==> src/rtl/frame_pkg.sv <==
// Shared definitions for the frame address sequencer: FSM state encoding,
// default frame geometry, pixel width and the read-timeout limit.
package frame_pkg;

  localparam int H_PIXELS_DEF  = 640;
  localparam int V_LINES_DEF   = 480;
  localparam int ADDR_W_DEF    = 19;
  localparam int PIX_W         = 16;
  localparam int POS_W         = 10;
  localparam int TIMEOUT_LIMIT = 255;
  localparam int TMO_W         = 8;

  typedef enum logic [1:0] {
    IDLE      = 2'd0,
    ISSUE     = 2'd1,
    WAIT_DATA = 2'd2,
    ADVANCE   = 2'd3
  } seq_state_e;

endpackage

==> src/rtl/pixel_pos_counter.sv <==
// Row/column/linear-address tracker. The linear address is stepped alongside
// the row/column pair so no multiplier is needed; Frame_Done pulses on wrap.
module pixel_pos_counter
  import frame_pkg::*;
#(
  parameter int H_PIXELS = H_PIXELS_DEF,
  parameter int V_LINES  = V_LINES_DEF,
  parameter int ADDR_W   = ADDR_W_DEF
) (
  input  logic              clk,
  input  logic              rst_n,
  input  logic              clr_i,
  input  logic              adv_i,
  output logic [POS_W-1:0]  row_o,
  output logic [POS_W-1:0]  col_o,
  output logic [ADDR_W-1:0] addr_o,
  output logic              frame_done_o
);

  localparam logic [POS_W-1:0] COL_LAST = POS_W'(H_PIXELS - 1);
  localparam logic [POS_W-1:0] ROW_LAST = POS_W'(V_LINES - 1);

  logic [POS_W-1:0]  row_q, row_d;
  logic [POS_W-1:0]  col_q, col_d;
  logic [ADDR_W-1:0] addr_q, addr_d;
  logic              frame_done_q, frame_done_d;

  always_comb begin
    // NOTE: every signal gets a default first so no path through the branches can infer a latch.
    row_d        = row_q;
    col_d        = col_q;
    addr_d       = addr_q;
    frame_done_d = 1'b0;
    if (clr_i) begin
      row_d  = '0;
      col_d  = '0;
      addr_d = '0;
    end else if (adv_i) begin
      if (col_q == COL_LAST) begin
        col_d = '0;
        if (row_q == ROW_LAST) begin
          row_d        = '0;
          addr_d       = '0;
          frame_done_d = 1'b1;
        end else begin
          row_d  = row_q + POS_W'(1);
          addr_d = addr_q + ADDR_W'(1);
        end
      end else begin
        col_d  = col_q + POS_W'(1);
        addr_d = addr_q + ADDR_W'(1);
      end
    end
  end

  always_ff @(posedge clk or negedge rst_n) begin
    if (!rst_n) begin
      row_q        <= '0;
      col_q        <= '0;
      addr_q       <= '0;
      frame_done_q <= 1'b0;
    end else begin
      // NOTE: non-blocking assignments so every flop samples pre-edge values regardless of statement order.
      row_q        <= row_d;
      col_q        <= col_d;
      addr_q       <= addr_d;
      frame_done_q <= frame_done_d;
    end
  end

  assign row_o        = row_q;
  assign col_o        = col_q;
  assign addr_o       = addr_q;
  assign frame_done_o = frame_done_q;

endmodule

==> src/rtl/frame_addr_sequencer.sv <==
// Walks a frame buffer pixel by pixel, issuing one SDRAM read or write per pixel.
// Optional read timeout is enabled by defining FRAME_SEQ_TIMEOUT_EN.
module frame_addr_sequencer
  import frame_pkg::*;
#(
  parameter int H_PIXELS = H_PIXELS_DEF,
  parameter int V_LINES  = V_LINES_DEF,
  parameter int ADDR_W   = ADDR_W_DEF
) (
  input  logic              CLK,
  input  logic              Reset_n,
  input  logic              Address_Reset,
  input  logic              Read,
  input  logic              Write,
  input  logic [PIX_W-1:0]  Wr_Data,
  input  logic              Busy,
  input  logic              Rd_Valid,
  input  logic [PIX_W-1:0]  Rd_Data,
  output logic              Sdram_Read,
  output logic              Sdram_Write,
  output logic [ADDR_W-1:0] Sdram_Addr,
  output logic [PIX_W-1:0]  Sdram_Wr_Data,
  output logic [POS_W-1:0]  Row_Data,
  output logic [POS_W-1:0]  Col_Data,
  output logic [PIX_W-1:0]  Pixel_Data,
  output logic              Pixel_Valid,
  output logic              Frame_Done,
  output logic              Seq_Busy,
  output logic              Rd_Error
);

  seq_state_e       state_q, state_d;
  logic             sdram_read_q, sdram_read_d;
  logic             sdram_write_q, sdram_write_d;
  logic [PIX_W-1:0] wr_data_q, wr_data_d;
  logic [PIX_W-1:0] pixel_data_q, pixel_data_d;
  logic             pixel_valid_q, pixel_valid_d;
  logic             pend_clr_q, pend_clr_d;
  logic             seq_busy_q, seq_busy_d;
  logic             pos_clr, pos_adv;
`ifdef FRAME_SEQ_TIMEOUT_EN
  logic [TMO_W-1:0] tmo_cnt_q, tmo_cnt_d;
  logic             rd_error_q, rd_error_d;
`endif

  always_comb begin
    state_d       = state_q;
    sdram_read_d  = sdram_read_q;
    sdram_write_d = sdram_write_q;
    wr_data_d     = wr_data_q;
    pixel_data_d  = pixel_data_q;
    pixel_valid_d = 1'b0;
    pend_clr_d    = pend_clr_q;
    pos_clr       = 1'b0;
    pos_adv       = 1'b0;
`ifdef FRAME_SEQ_TIMEOUT_EN
    tmo_cnt_d     = '0;
    rd_error_d    = 1'b0;
`endif

    // A restart seen mid-transaction is remembered and applied at ADVANCE.
    if (state_q != IDLE && Address_Reset) pend_clr_d = 1'b1;

    case (state_q)
      IDLE: begin
        if (Address_Reset) begin
          pos_clr = 1'b1;
        end else if (Read) begin
          state_d      = ISSUE;
          sdram_read_d = 1'b1;
        end else if (Write) begin
          state_d       = ISSUE;
          sdram_write_d = 1'b1;
          wr_data_d     = Wr_Data;
        end
      end
      ISSUE: begin
        if (!Busy) begin
          sdram_read_d  = 1'b0;
          sdram_write_d = 1'b0;
          state_d       = sdram_read_q ? WAIT_DATA : ADVANCE;
        end
      end
      WAIT_DATA: begin
        if (Rd_Valid) begin
          pixel_data_d  = Rd_Data;
          pixel_valid_d = 1'b1;
          state_d       = ADVANCE;
        end
`ifdef FRAME_SEQ_TIMEOUT_EN
        else if (tmo_cnt_q == TMO_W'(TIMEOUT_LIMIT - 1)) begin
          pixel_data_d  = {PIX_W{1'b1}};
          pixel_valid_d = 1'b1;
          rd_error_d    = 1'b1;
          state_d       = ADVANCE;
        end else begin
          tmo_cnt_d = tmo_cnt_q + TMO_W'(1);
        end
`endif
      end
      ADVANCE: begin
        if (pend_clr_q || Address_Reset) pos_clr = 1'b1;
        else                             pos_adv = 1'b1;
        pend_clr_d = 1'b0;
        state_d    = IDLE;
      end
      default: state_d = IDLE;
    endcase

    seq_busy_d = (state_d != IDLE);
  end

  always_ff @(posedge CLK or negedge Reset_n) begin
    if (!Reset_n) begin
      state_q       <= IDLE;
      sdram_read_q  <= 1'b0;
      sdram_write_q <= 1'b0;
      wr_data_q     <= '0;
      pixel_data_q  <= '0;
      pixel_valid_q <= 1'b0;
      pend_clr_q    <= 1'b0;
      seq_busy_q    <= 1'b0;
    end else begin
      state_q       <= state_d;
      sdram_read_q  <= sdram_read_d;
      sdram_write_q <= sdram_write_d;
      wr_data_q     <= wr_data_d;
      pixel_data_q  <= pixel_data_d;
      pixel_valid_q <= pixel_valid_d;
      pend_clr_q    <= pend_clr_d;
      seq_busy_q    <= seq_busy_d;
    end
  end

`ifdef FRAME_SEQ_TIMEOUT_EN
  always_ff @(posedge CLK or negedge Reset_n) begin
    if (!Reset_n) begin
      tmo_cnt_q  <= '0;
      rd_error_q <= 1'b0;
    end else begin
      tmo_cnt_q  <= tmo_cnt_d;
      rd_error_q <= rd_error_d;
    end
  end
  assign Rd_Error = rd_error_q;
`else
  assign Rd_Error = 1'b0;
`endif

  pixel_pos_counter #(
    .H_PIXELS (H_PIXELS),
    .V_LINES  (V_LINES),
    .ADDR_W   (ADDR_W)
  ) u_pos (
    .clk          (CLK),
    .rst_n        (Reset_n),
    .clr_i        (pos_clr),
    .adv_i        (pos_adv),
    .row_o        (Row_Data),
    .col_o        (Col_Data),
    .addr_o       (Sdram_Addr),
    .frame_done_o (Frame_Done)
  );

  assign Sdram_Read    = sdram_read_q;
  assign Sdram_Write   = sdram_write_q;
  assign Sdram_Wr_Data = wr_data_q;
  assign Pixel_Data    = pixel_data_q;
  assign Pixel_Valid   = pixel_valid_q;
  assign Seq_Busy      = seq_busy_q;

endmodule

==> config.mk <==
export PLATFORM = sky130hd
export DESIGN_NAME = frame_addr_sequencer
export DESIGN_NICKNAME = d
export VERILOG_FILES = /design/src/rtl/frame_pkg.sv /design/src/rtl/pixel_pos_counter.sv /design/src/rtl/frame_addr_sequencer.sv
export SDC_FILE = /design/constraint.sdc
export NUM_CORES = 1
export LEC_CHECK = 0
export BUFFER_PORTS_ARGS = -buffer_cell sky130_fd_sc_hd__buf_2
export CAP_MARGIN = 40
export CORE_MARGIN = 2
export CORE_UTILIZATION = 40
export DETAILED_ROUTE_END_ITERATION = 16
export PLACE_DENSITY = 0.66
export SLEW_MARGIN = 25
export SYNTH_ARGS = -nofsm -noshare
export SYNTH_HDL_FRONTEND = slang
export SYNTH_SLANG_ARGS = --single-unit
export TNS_END_PERCENT = 20
==> constraint.sdc <==
create_clock -name CLK -period 2.5 [get_ports CLK]
set_input_delay 0.5 -clock CLK [delete_from_list [all_inputs] [get_ports CLK]]
set_output_delay 0.5 -clock CLK [all_outputs]
set_load 0.03 [all_outputs]
# [After elaboration in Yosys (flattened, before gate mapping)]
# Index checks and enable logic that the tools add are counted.
[word_totals] inputBits=39 wordCells=80 regBits=79 output_inout_bits=77
[classes] n_eq_ne=10 bitwise=2 n_addsub=3 n_reduce_logical=14 muxes=39
[ops] op="19-bit two-way mux" count=4
[ops] op="10-bit two-way mux" count=7
[ops] op="10-bit by 1-bit adder with 10-bit output, second input constant" count=2
[ops] op="19-bit by 1-bit adder with 19-bit output, second input constant" count=1
[ops] op="1-bit two-way mux" count=19
[ops] op="2-bit nonzero test" count=6
[ops] op="10-bit == test, second input constant" count=1
[ops] op="10-bit by 9-bit == test with 1-bit output, second input constant" count=1
[ops] op="2-bit two-way mux" count=5
[ops] op="2-bit != test, second input constant" count=5
[ops] op="2-bit one-hot mux with 4 select lines" count=1
[ops] op="4-bit AND reduction" count=2
[ops] op="1-bit one-hot mux with 2 select lines" count=3
[ops] op="5-bit AND reduction" count=1
[ops] op="2-bit == test, second input constant" count=2
[ops] op="2-bit AND reduction" count=2
[ops] op="2-bit by 1-bit == test with 1-bit output, second input constant" count=1
[ops] op="2-bit logical NOT" count=1
[ops] op="1-bit NOT" count=2
[ops] op="1-bit logical AND" count=1
[ops] op="1-bit logical OR" count=1

# [Logic depth before layout (Yosys ltp)]
# Gate-level depths: netlist of the first run.
[depth] depth_word=5 ltp_mapped=8

# [Modules after synthesis]
# Synthesis of the first run repeated with hierarchy kept, for this count alone.
[hier_totals] cells_unflattened=340 hier_area_um2=3783.6
[by_module_without_submodules] module="pixel_pos_counter" area_per_inst_um2=2067.0 seq_area_each_um2=1001.0 n_inst=1 cells_each=220
[by_module_without_submodules] module="frame_addr_sequencer" area_per_inst_um2=1716.6 seq_area_each_um2=975.9 n_inst=1 cells_each=120

# [Least setup slack after synthesis of the first run]
# Ideal clock, no wire load.
[synth_path] path_type="register to register" from="register u_pos.col_q[0] (netlist: u_pos.col_o[0])" to="register u_pos.addr_q[7] (netlist: u_pos.addr_o[7])" synth_period_minus_slack_ps=2097 t_required_ps=2381 path_stages_with_launch=9 path_slack_ps=403 setup_time_ps=119 t_arrival_ps=1978 path_cell_list="dfrtp_1 -> ha_1 -> nand3_1 -> nor4_1 -> buf_2 -> a21oi_1 -> nor2_2 -> buf_4 -> nor2_1"
[synth_between] elab_chain_cells=4
[synth_rtl] item="from (decl)" line="pixel_pos_counter.sv:24" text="logic [POS_W-1:0] col_q, col_d;"
[synth_rtl] item="from (signal assigned)" line="pixel_pos_counter.sv:65" text="col_q <= col_d;"
[synth_rtl] item="10-bit == test" line="pixel_pos_counter.sv:39" text="if (col_q == COL_LAST) begin"
[synth_rtl] item="19-bit two-way mux" line="pixel_pos_counter.sv:39"
[synth_rtl] item="19-bit two-way mux" line="pixel_pos_counter.sv:38" text="end else if (adv_i) begin"
[synth_rtl] item="19-bit two-way mux" line="pixel_pos_counter.sv:34" text="if (clr_i) begin"
[synth_rtl] item="to (signal assigned)" line="pixel_pos_counter.sv:66" text="addr_q <= addr_d;"
[synth_rtl] item="to (decl)" line="pixel_pos_counter.sv:25" text="logic [ADDR_W-1:0] addr_q, addr_d;"
# No other way between the ends. The select of a mux whose other input is x is not followed.
# A chain may end at the register's enable or synchronous reset.

# [Final worst setup path of the first run]
[layout_path] from="register state_q[0]" to="register u_pos.row_q[5] (netlist: u_pos.row_o[5])"
[layout_between] elab_chain_cells=4 word_cells_on_any_way=8 cone_classes="1 x eq/ne; 3 x mux; 4 x reduce/logical"
[layout_rtl] item="from (decl)" line="frame_addr_sequencer.sv:32" text="seq_state_e state_q, state_d;"
[layout_rtl] item="from (signal assigned)" line="frame_addr_sequencer.sv:124" text="state_q <= state_d;"
[layout_rtl] item="2-bit == test or 2-bit logical NOT (tied branches)" line="frame_addr_sequencer.sv:64" text="case (state_q)"
[layout_rtl] item="1-bit one-hot mux with 2 select lines or 1-bit two-way mux (tied branches)" line="frame_addr_sequencer.sv:64"
[layout_rtl] item="2-bit nonzero test (no source line)"
[layout_rtl] item="2-bit AND reduction (no source line)"
[layout_rtl] item="to (signal assigned)" line="pixel_pos_counter.sv:64" text="row_q <= row_d;"
[layout_rtl] item="to (decl)" line="pixel_pos_counter.sv:23" text="logic [POS_W-1:0] row_q, row_d;"
# Parallel ways exist; a longest one is shown, timed or not.

==> reports/qor.yml, run 1 <==
critical_path:
  cp.arrival_ns: 2.43
  cp_num_buf_inv: 2
  cp_data_required_time_ns: 2.77
  critPathMaxFanout: 14
  crit_type: "reg -> reg"
  critPathLaunchType: "flip-flop"
  crit_slowest_cell: "dfrtp_1"
  endpoint_kind: "flip-flop"
  crit_chain: "inv_1 > ha_1 > o21ai_0 > a21oi_1 > buf_4 > o21ai_2 > or3_1 > a21oi_1"
  crit_path_frequent_cell: "a21oi_1"
  cpPeakStageDelay_ns: 0.41
  path_delay_family: "compound AO/OA/AOI/OAI gates"
layout:
  final_cell_mix: "113 x buf_2, 79 x dfrtp_1, 33 x mux2_2"
  syn_to_final_growth_pct: 24.5
  fill_cells: 851
  final_common_cell: "buf_2"
  nets: 506
  drive_above_1_share_pct: 38.6
  finish.utilization_pct: 50.7
  n_antenna_cell: 0
  final_cell_area_um2: 4640
power_and_ir_drop:
  vdd_ir_drop_max_mv: 0.632
  power.total_mw: 4.94
  power_density_nw_per_um2: 1060
  p_leak_nw: 2.30
timing:
  hold_viol_final: 0
  finClkSkew_ns: 0.0138
  fin_crit_ns: 2.16
  tns_ns: 0
  fin_ws_ns: 0.345
  fmax_mhz: 464
  rsz0062_at_grt: "no"
  setup_viol: 0
  drv_slew: 0
  fin_crit_sh_pct: 86.2
  slew_headroom_pct: 62.0
  tightest_slew_ns: 0.565
synth:
  synth_cells: 338
  syn-num-nets: 385
  ys_seq_elements: 79
  yosysWarnings: 0
  syn_area_per_cell_um2: 11.0
  async_flop_share_pct: 100
  syn-cell-area_um2: 3730
  ys_types: 51
  synth-seq-area-share_pct: 53.1
  synth_edf_count: 0
  ys.flop_type: "dfrtp_1"
placement:
  placed_cell_area_um2: 4440
  dp_slack_ns: 0.378
  gp_congestion: 0.827
  dp_hpwl_mm: 6.43
  io_buffers: 114
global_route:
  grt_pass1_wl_mm: 14.3
  grt_max_degree: 45
  grt_overflow: 0
  antenna_found_initial: 0
  grt_use_total_pct: 18.1
  grt_pass1_vias: 3034
run_status:
  status: "finished clean"
clocking:
  cts_setup_buffers: 0
  htree_levels: 3
  cts_tree: "done"
  clock_tree.root_cell: "clkbuf_8"
  post_cts_resized: 0
  cts_buffers: 9
  path_clk_slew_ns: 0.08
  clock_sinks: 79
  clk_latency_ns: 0.35
  ctsHoldBuffers: 0
  cts_buffer_depth: 2
routing:
  wl_mm: 8.62
  via_per_inst: 5.28
  wl_per_cell_um: 15.0
  drc_errors: 0
  drtAntennaViolNets: 0
  vias: 3035
  drtIter0Drc: 90
  drt_first_pass_iters: 4
die:
  ios: 116
  floorplan.initialDensity_pct: 40.7
  row_count: 35
  coreArea_um2: 9150
  dieWidth_um: 101
  die_area_um2: 10100
  die_h_um: 101
min_path:
  worstHoldPathType: "in -> async"
run:
  max_cap_viol_count: 0
[worst register-to-register path, delay by kind of cell (launching register included)]
| kind | cells | cell delay, ns |
|---|---|---|
| DFF | 1 | 0.41 |
| and+or+nand+nor | 1 | 0.37 |
| buffers and inverters | 2 | 0.40 |
| AOI/OAI and AO/OA | 4 | 0.64 |
| adders and majority gates | 1 | 0.27 |
[final cells by class]
type / instances / area (um2) / area share [%]
clock buffers: 10 / 138 / 2.97
multi-input cells: 239 / 1650 / 35.5
repair buffers: 122 / 646 / 13.9
well taps: 111 / 139 / 2.99
inverters: 8 / 30.0 / 0.647
flip-flops and latches: 79 / 1980 / 42.6
clock inverters: 6 / 65.1 / 1.40
[synth_stat cells (5+ instances only)]
master   number  area share (%)
nand4_1      10             1.7
nor3_1        5            0.67
a31oi_1      10             1.7
ha_1          8             2.7
a21oi_1       9             1.2
buf_2         5            0.67
xnor2_1       5             1.2
inv_1         8            0.81
dfrtp_1      79              53
o21ai_0      11             1.5
nor2_1       31             3.1
mux2_2       33              10
and3_1        8             1.3
xor2_1       15             3.5
nand3_1      15             2.0
nand2_1      29             2.9
[state kept, by name (all words and copies together), names as in the netlist]
register / count
state_q: 2
u_pos.addr_o: 19
pend_clr_q: 1
u_pos.row_o: 10
u_pos.col_o: 10
u_pos.frame_done_o: 1
Sdram_Write: 1
Pixel_Data: 16
Pixel_Valid: 1
Sdram_Wr_Data: 16
Seq_Busy: 1
Sdram_Read: 1
[per-stage QoR]
step,hold slack [ns],cells
after CTS,0.122,575
after floorplan,0.204,338
after global placement,0.485,559
final,0.114,575
after detailed placement,0.490,559
after global routing,0.135,575
[cells by family after synthesis]
group / synth area share (%)
other: 0.101
muxes: 9.97
AOI/OAI and AO/OA: 10.2
DFF: 53.1
xor gates and xnor gates: 4.70
adders and majority gates: 2.69
and+or+nand+nor: 16.5
buffers and inverters: 2.79
[path summary, 6_finish.rpt]
kind	startpoint	to	slack (ns)	depth (start not counted)
worst max-delay path	state_q[0]	u_pos.row_o[5]	0.34	8
worst min-delay path	Reset_n	u_pos.row_o[1]	0.11	1
worst max register to register	state_q[0]	u_pos.row_o[5]	0.34	8
worst min register to register	Sdram_Wr_Data[11]	Sdram_Wr_Data[11]	0.50	1
max in group asynchronous	Reset_n	u_pos.col_o[4]	1.79	2
min in group CLK	Wr_Data[3]	Sdram_Wr_Data[3]	0.38	2
[where the power goes]
group          internal [mW]  switching (mW)
logic                  0.706            1.39
registers               1.64           0.241
clock network          0.492           0.476
[layer usage]
metal | up-vias | GRT usage [%] | wire (um)
li1 | 1452 | - | -
met1 | 1466 | 22.4 | 3730
met2 | 109 | 29.2 | 4140
met3 | 8 | 5.76 | 653
met4 | 0 | 7.48 | 102
met5 | - | 0 | 0
(Power assumes the default switching activity.)
==> run 2: changes to the inputs <==
--- a/config.mk
+++ b/config.mk
@@ -5,14 +5,15 @@
 export SDC_FILE = /design/constraint.sdc
 export NUM_CORES = 1
 export LEC_CHECK = 0
-export BUFFER_PORTS_ARGS = -buffer_cell sky130_fd_sc_hd__buf_2
 export CAP_MARGIN = 40
 export CORE_MARGIN = 2
 export CORE_UTILIZATION = 40
 export DETAILED_ROUTE_END_ITERATION = 16
-export PLACE_DENSITY = 0.66
+export DONT_BUFFER_PORTS = 1
+export PLACE_DENSITY_LB_ADDON = 0.12
 export SLEW_MARGIN = 25
 export SYNTH_ARGS = -nofsm -noshare
 export SYNTH_HDL_FRONTEND = slang
+export SYNTH_HIERARCHICAL = 1
 export SYNTH_SLANG_ARGS = --single-unit
 export TNS_END_PERCENT = 20
==> reports/qor.yml, run 2 <==
timing:
  fin_crit_ns: 2.24  # +0.0856 ns
  fmax_mhz: 446  # -3.8%
  slew_headroom_pct: 66.4  # +4.4 points
  finClkSkew_ns: 0.0126  # -0.00128 ns
  tightest_slew_ns: 0.504  # -0.0610 ns
  drv_slew: 0  # unchanged
  tns_ns: 0  # unchanged
  setup_viol: 0  # unchanged
  fin_crit_sh_pct: 89.6  # +3.4 points
  rsz0062_at_grt: "no"
  hold_viol_final: 0  # unchanged
  fin_ws_ns: 0.259  # -0.0856 ns
clocking:
  htree_levels: 3  # unchanged
  clk_latency_ns: 0.35  # about the same
  clock_tree.root_cell: "clkbuf_8"
  cts_buffers: 9  # unchanged
  clock_sinks: 79  # unchanged
  cts_tree: "done"
  cts_setup_buffers: 0  # unchanged
  path_clk_slew_ns: 0.09  # about the same
  cts_buffer_depth: 2  # unchanged
routing:
  vias: 2642  # -13%
  drc_errors: 0  # unchanged
  via_per_inst: 5.41  # +2.6%
  wl_met3_um: 590  # -9.6%
  wl_mm: 8.15  # -5.4%
  wl_met1_mm: 3.81  # +2.4%
  drt_first_pass_iters: 5  # +1
  wl_per_cell_um: 16.7  # +11%
  met2_length_mm: 3.63  # -12%
  drtAntennaViolNets: 0  # unchanged
  top_layer: "met4"
  drtIter0Drc: 78  # -13%
critical_path:
  critPathMaxFanout: 5  # -9
  crit_slowest_cell: "or4_4"
  critPathLaunchType: "flip-flop"
  cp.arrival_ns: 2.48  # +0.05 ns
  endpoint_kind: "flip-flop"
  cp_data_required_time_ns: 2.74  # -0.03 ns
  crit_chain: "inv_1 > ha_1 > o21ai_0 > a21oi_1 > o21ai_1 > or4_4 > nor3_1 > xnor2_1 > nor2_1"
  path_delay_family: "simple AND/OR/NAND/NOR gates"
  cp_num_buf_inv: 1  # -1
  cpPeakStageDelay_ns: 0.57  # +0.16 ns
  crit_type: "reg -> reg"
global_route:
  grt_overflow: 0  # unchanged
  grt_pass1_vias: 2626  # -13%
  antenna_found_initial: 0  # unchanged
  grt_pass1_wl_mm: 13.1  # -8.3%
  grt_use_total_pct: 16.3  # -1.8 points
  grt_max_degree: 80  # +78%
synth:
  synth-seq-area-share_pct: 52.2  # -0.81 points
  synth_most_common_cell: "dfrtp_1"
  yosysTopAreaCellShare_pct: 52.2  # -0.81 points
  syn-cell-area_um2: 3780  # +1.5%
  syn-num-nets: 387  # +0.52%
  synthTopCellsByArea: "dfrtp_1 52%, mux2_2 7.1%, nor2_1 4.3%"
  ys.flop_type: "dfrtp_1"
  synth_cells: 340  # +0.59%
  async_flop_share_pct: 100  # unchanged
  yosys.area.top_type: "dfrtp_1"
  ys_seq_elements: 79  # unchanged
  synth_edf_count: 0  # unchanged
  synth_common_cells: "79 x dfrtp_1, 43 x nor2_1, 24 x mux2_2"
  yosysWarnings: 6  # +6
  syn_area_per_cell_um2: 11.1  # +0.95%
  ys_types: 49  # -3.9%
layout:
  drive_above_1_share_pct: 24.7  # -14 points
  n_antenna_cell: 0  # unchanged
  final_cell_mix: "79 x dfrtp_1, 43 x nor2_1, 33 x buf_4"
  fill_cells: 836  # -1.8%
  multi_input_area_um2: 1670  # +1.2%
  largest_reg_flops: 19  # unchanged
  final_common_cell: "dfrtp_1"
  nets: 420  # -17%
  seq_area_um2: 1980  # unchanged
  syn_to_final_growth_pct: 14.4
power_and_ir_drop:
  swShare_pct: 39.7  # -2.8 points
  p_sw_mw: 1.70  # -19%
  p_leak_nw: 1.95  # -15%
  power.total_mw: 4.29  # -13%
  seq_power_share_pct: 55.0  # +17 points
  combinationalPowerShare_pct: 20.9  # -21 points
  power_density_nw_per_um2: 992  # -6.9%
  vdd_ir_drop_max_mv: 0.475  # -25%
  internal_power_mw: 2.59  # -8.8%
  power_frac_clock_pct: 24.0  # +4.4 points
placement:
  dp_hpwl_mm: 5.67  # -12%
  io_buffers: 0  # -100%
  gp_congestion: 0.813  # -1.7%
  dp_slack_ns: 0.175  # -0.203 ns
die:
  coreArea_um2: 9200  # +0.48%
  dieWidth_um: 101  # +0.74%
  die_area_um2: 10300  # +1.5%
  row_count: 35  # unchanged
  die_h_um: 101  # +0.74%
  floorplan.initialDensity_pct: 41.1  # +0.43 points
  ios: 116  # unchanged
run_status:
  status: "finished clean"
run:
  max_cap_viol_count: 0  # unchanged
min_path:
  worstHoldPathType: "in -> async"
run 2: cell families after synthesis:
group | synth area share [%]
other | 0.0991
AO/OA/AOI/OAI | 8.53
multiplexers | 10.7
buffers and inverters | 3.97
flip-flops | 52.2
XOR/XNOR | 5.56
adder cells (fa/ha/maj) | 2.65
AND/OR/NAND/NOR | 16.2
run 2: layout make-up:
| cell class | instances | area share [%] |
|---|---|---|
| clock inverters | 6 | 2.00 |
| multi-input cells | 233 | 38.5 |
| well taps | 111 | 3.21 |
| inverters | 16 | 1.39 |
| repair buffers | 34 | 6.36 |
| flip-flops and latches | 79 | 45.7 |
| clock buffers | 9 | 2.86 |
run 2: routing by layer:
layer  vias up  GRT usage (%)
met5         -              0
met4         0           6.65
met3        10           4.69
met2        90           24.7
met1      1283           21.9
li1       1259              -
run 2: what timing repair did:
action                     CTS  global route
setup endpoints to repair    0             1
hold buffers                 1             0
resized for setup            0             1
hold endpoints to repair    79             0
run 2: power by group through the flow:
stage | combinational (mW) | clock, mW | sequential, mW
2_1_floorplan | 0.658 | 0 | 2.34
3_3_place_gp | 0.854 | 0 | 2.39
3_5_place_dp | 0.877 | 0 | 2.40
4_1_cts | 0.914 | 1.07 | 2.37
5_1_grt | 1.00 | 1.12 | 2.40
6_report | 0.899 | 1.03 | 2.36
run 2: final timing paths:
path                            slack, ns  cells past startpoint  startpoint               end
max in group asynchronous            2.12                      1     Reset_n    u_pos/col_o[9]
worst min-delay path                 0.04                      1     Reset_n  Sdram_Wr_Data[1]
worst min register to register       0.58                      2  pend_clr_q        pend_clr_q
worst max register to register       0.26                      9  state_q[0]  u_pos/addr_o[18]
min in group CLK                     0.29                      1  Wr_Data[7]  Sdram_Wr_Data[7]
worst max-delay path                 0.26                      9  state_q[0]  u_pos/addr_o[18]
run 2: stage by stage:
step	hold slack, ns	util, %	std cells	cell area [um2]
2_1_floorplan	0.204	-	340	3780
3_3_place_gp	0.206	44.4	472	4090
3_5_place_dp	0.207	44.4	472	4090
4_1_cts	0.0472	47.0	488	4320
5_1_grt	0.0640	47.0	488	4330
6_report	0.0386	47.0	488	4330
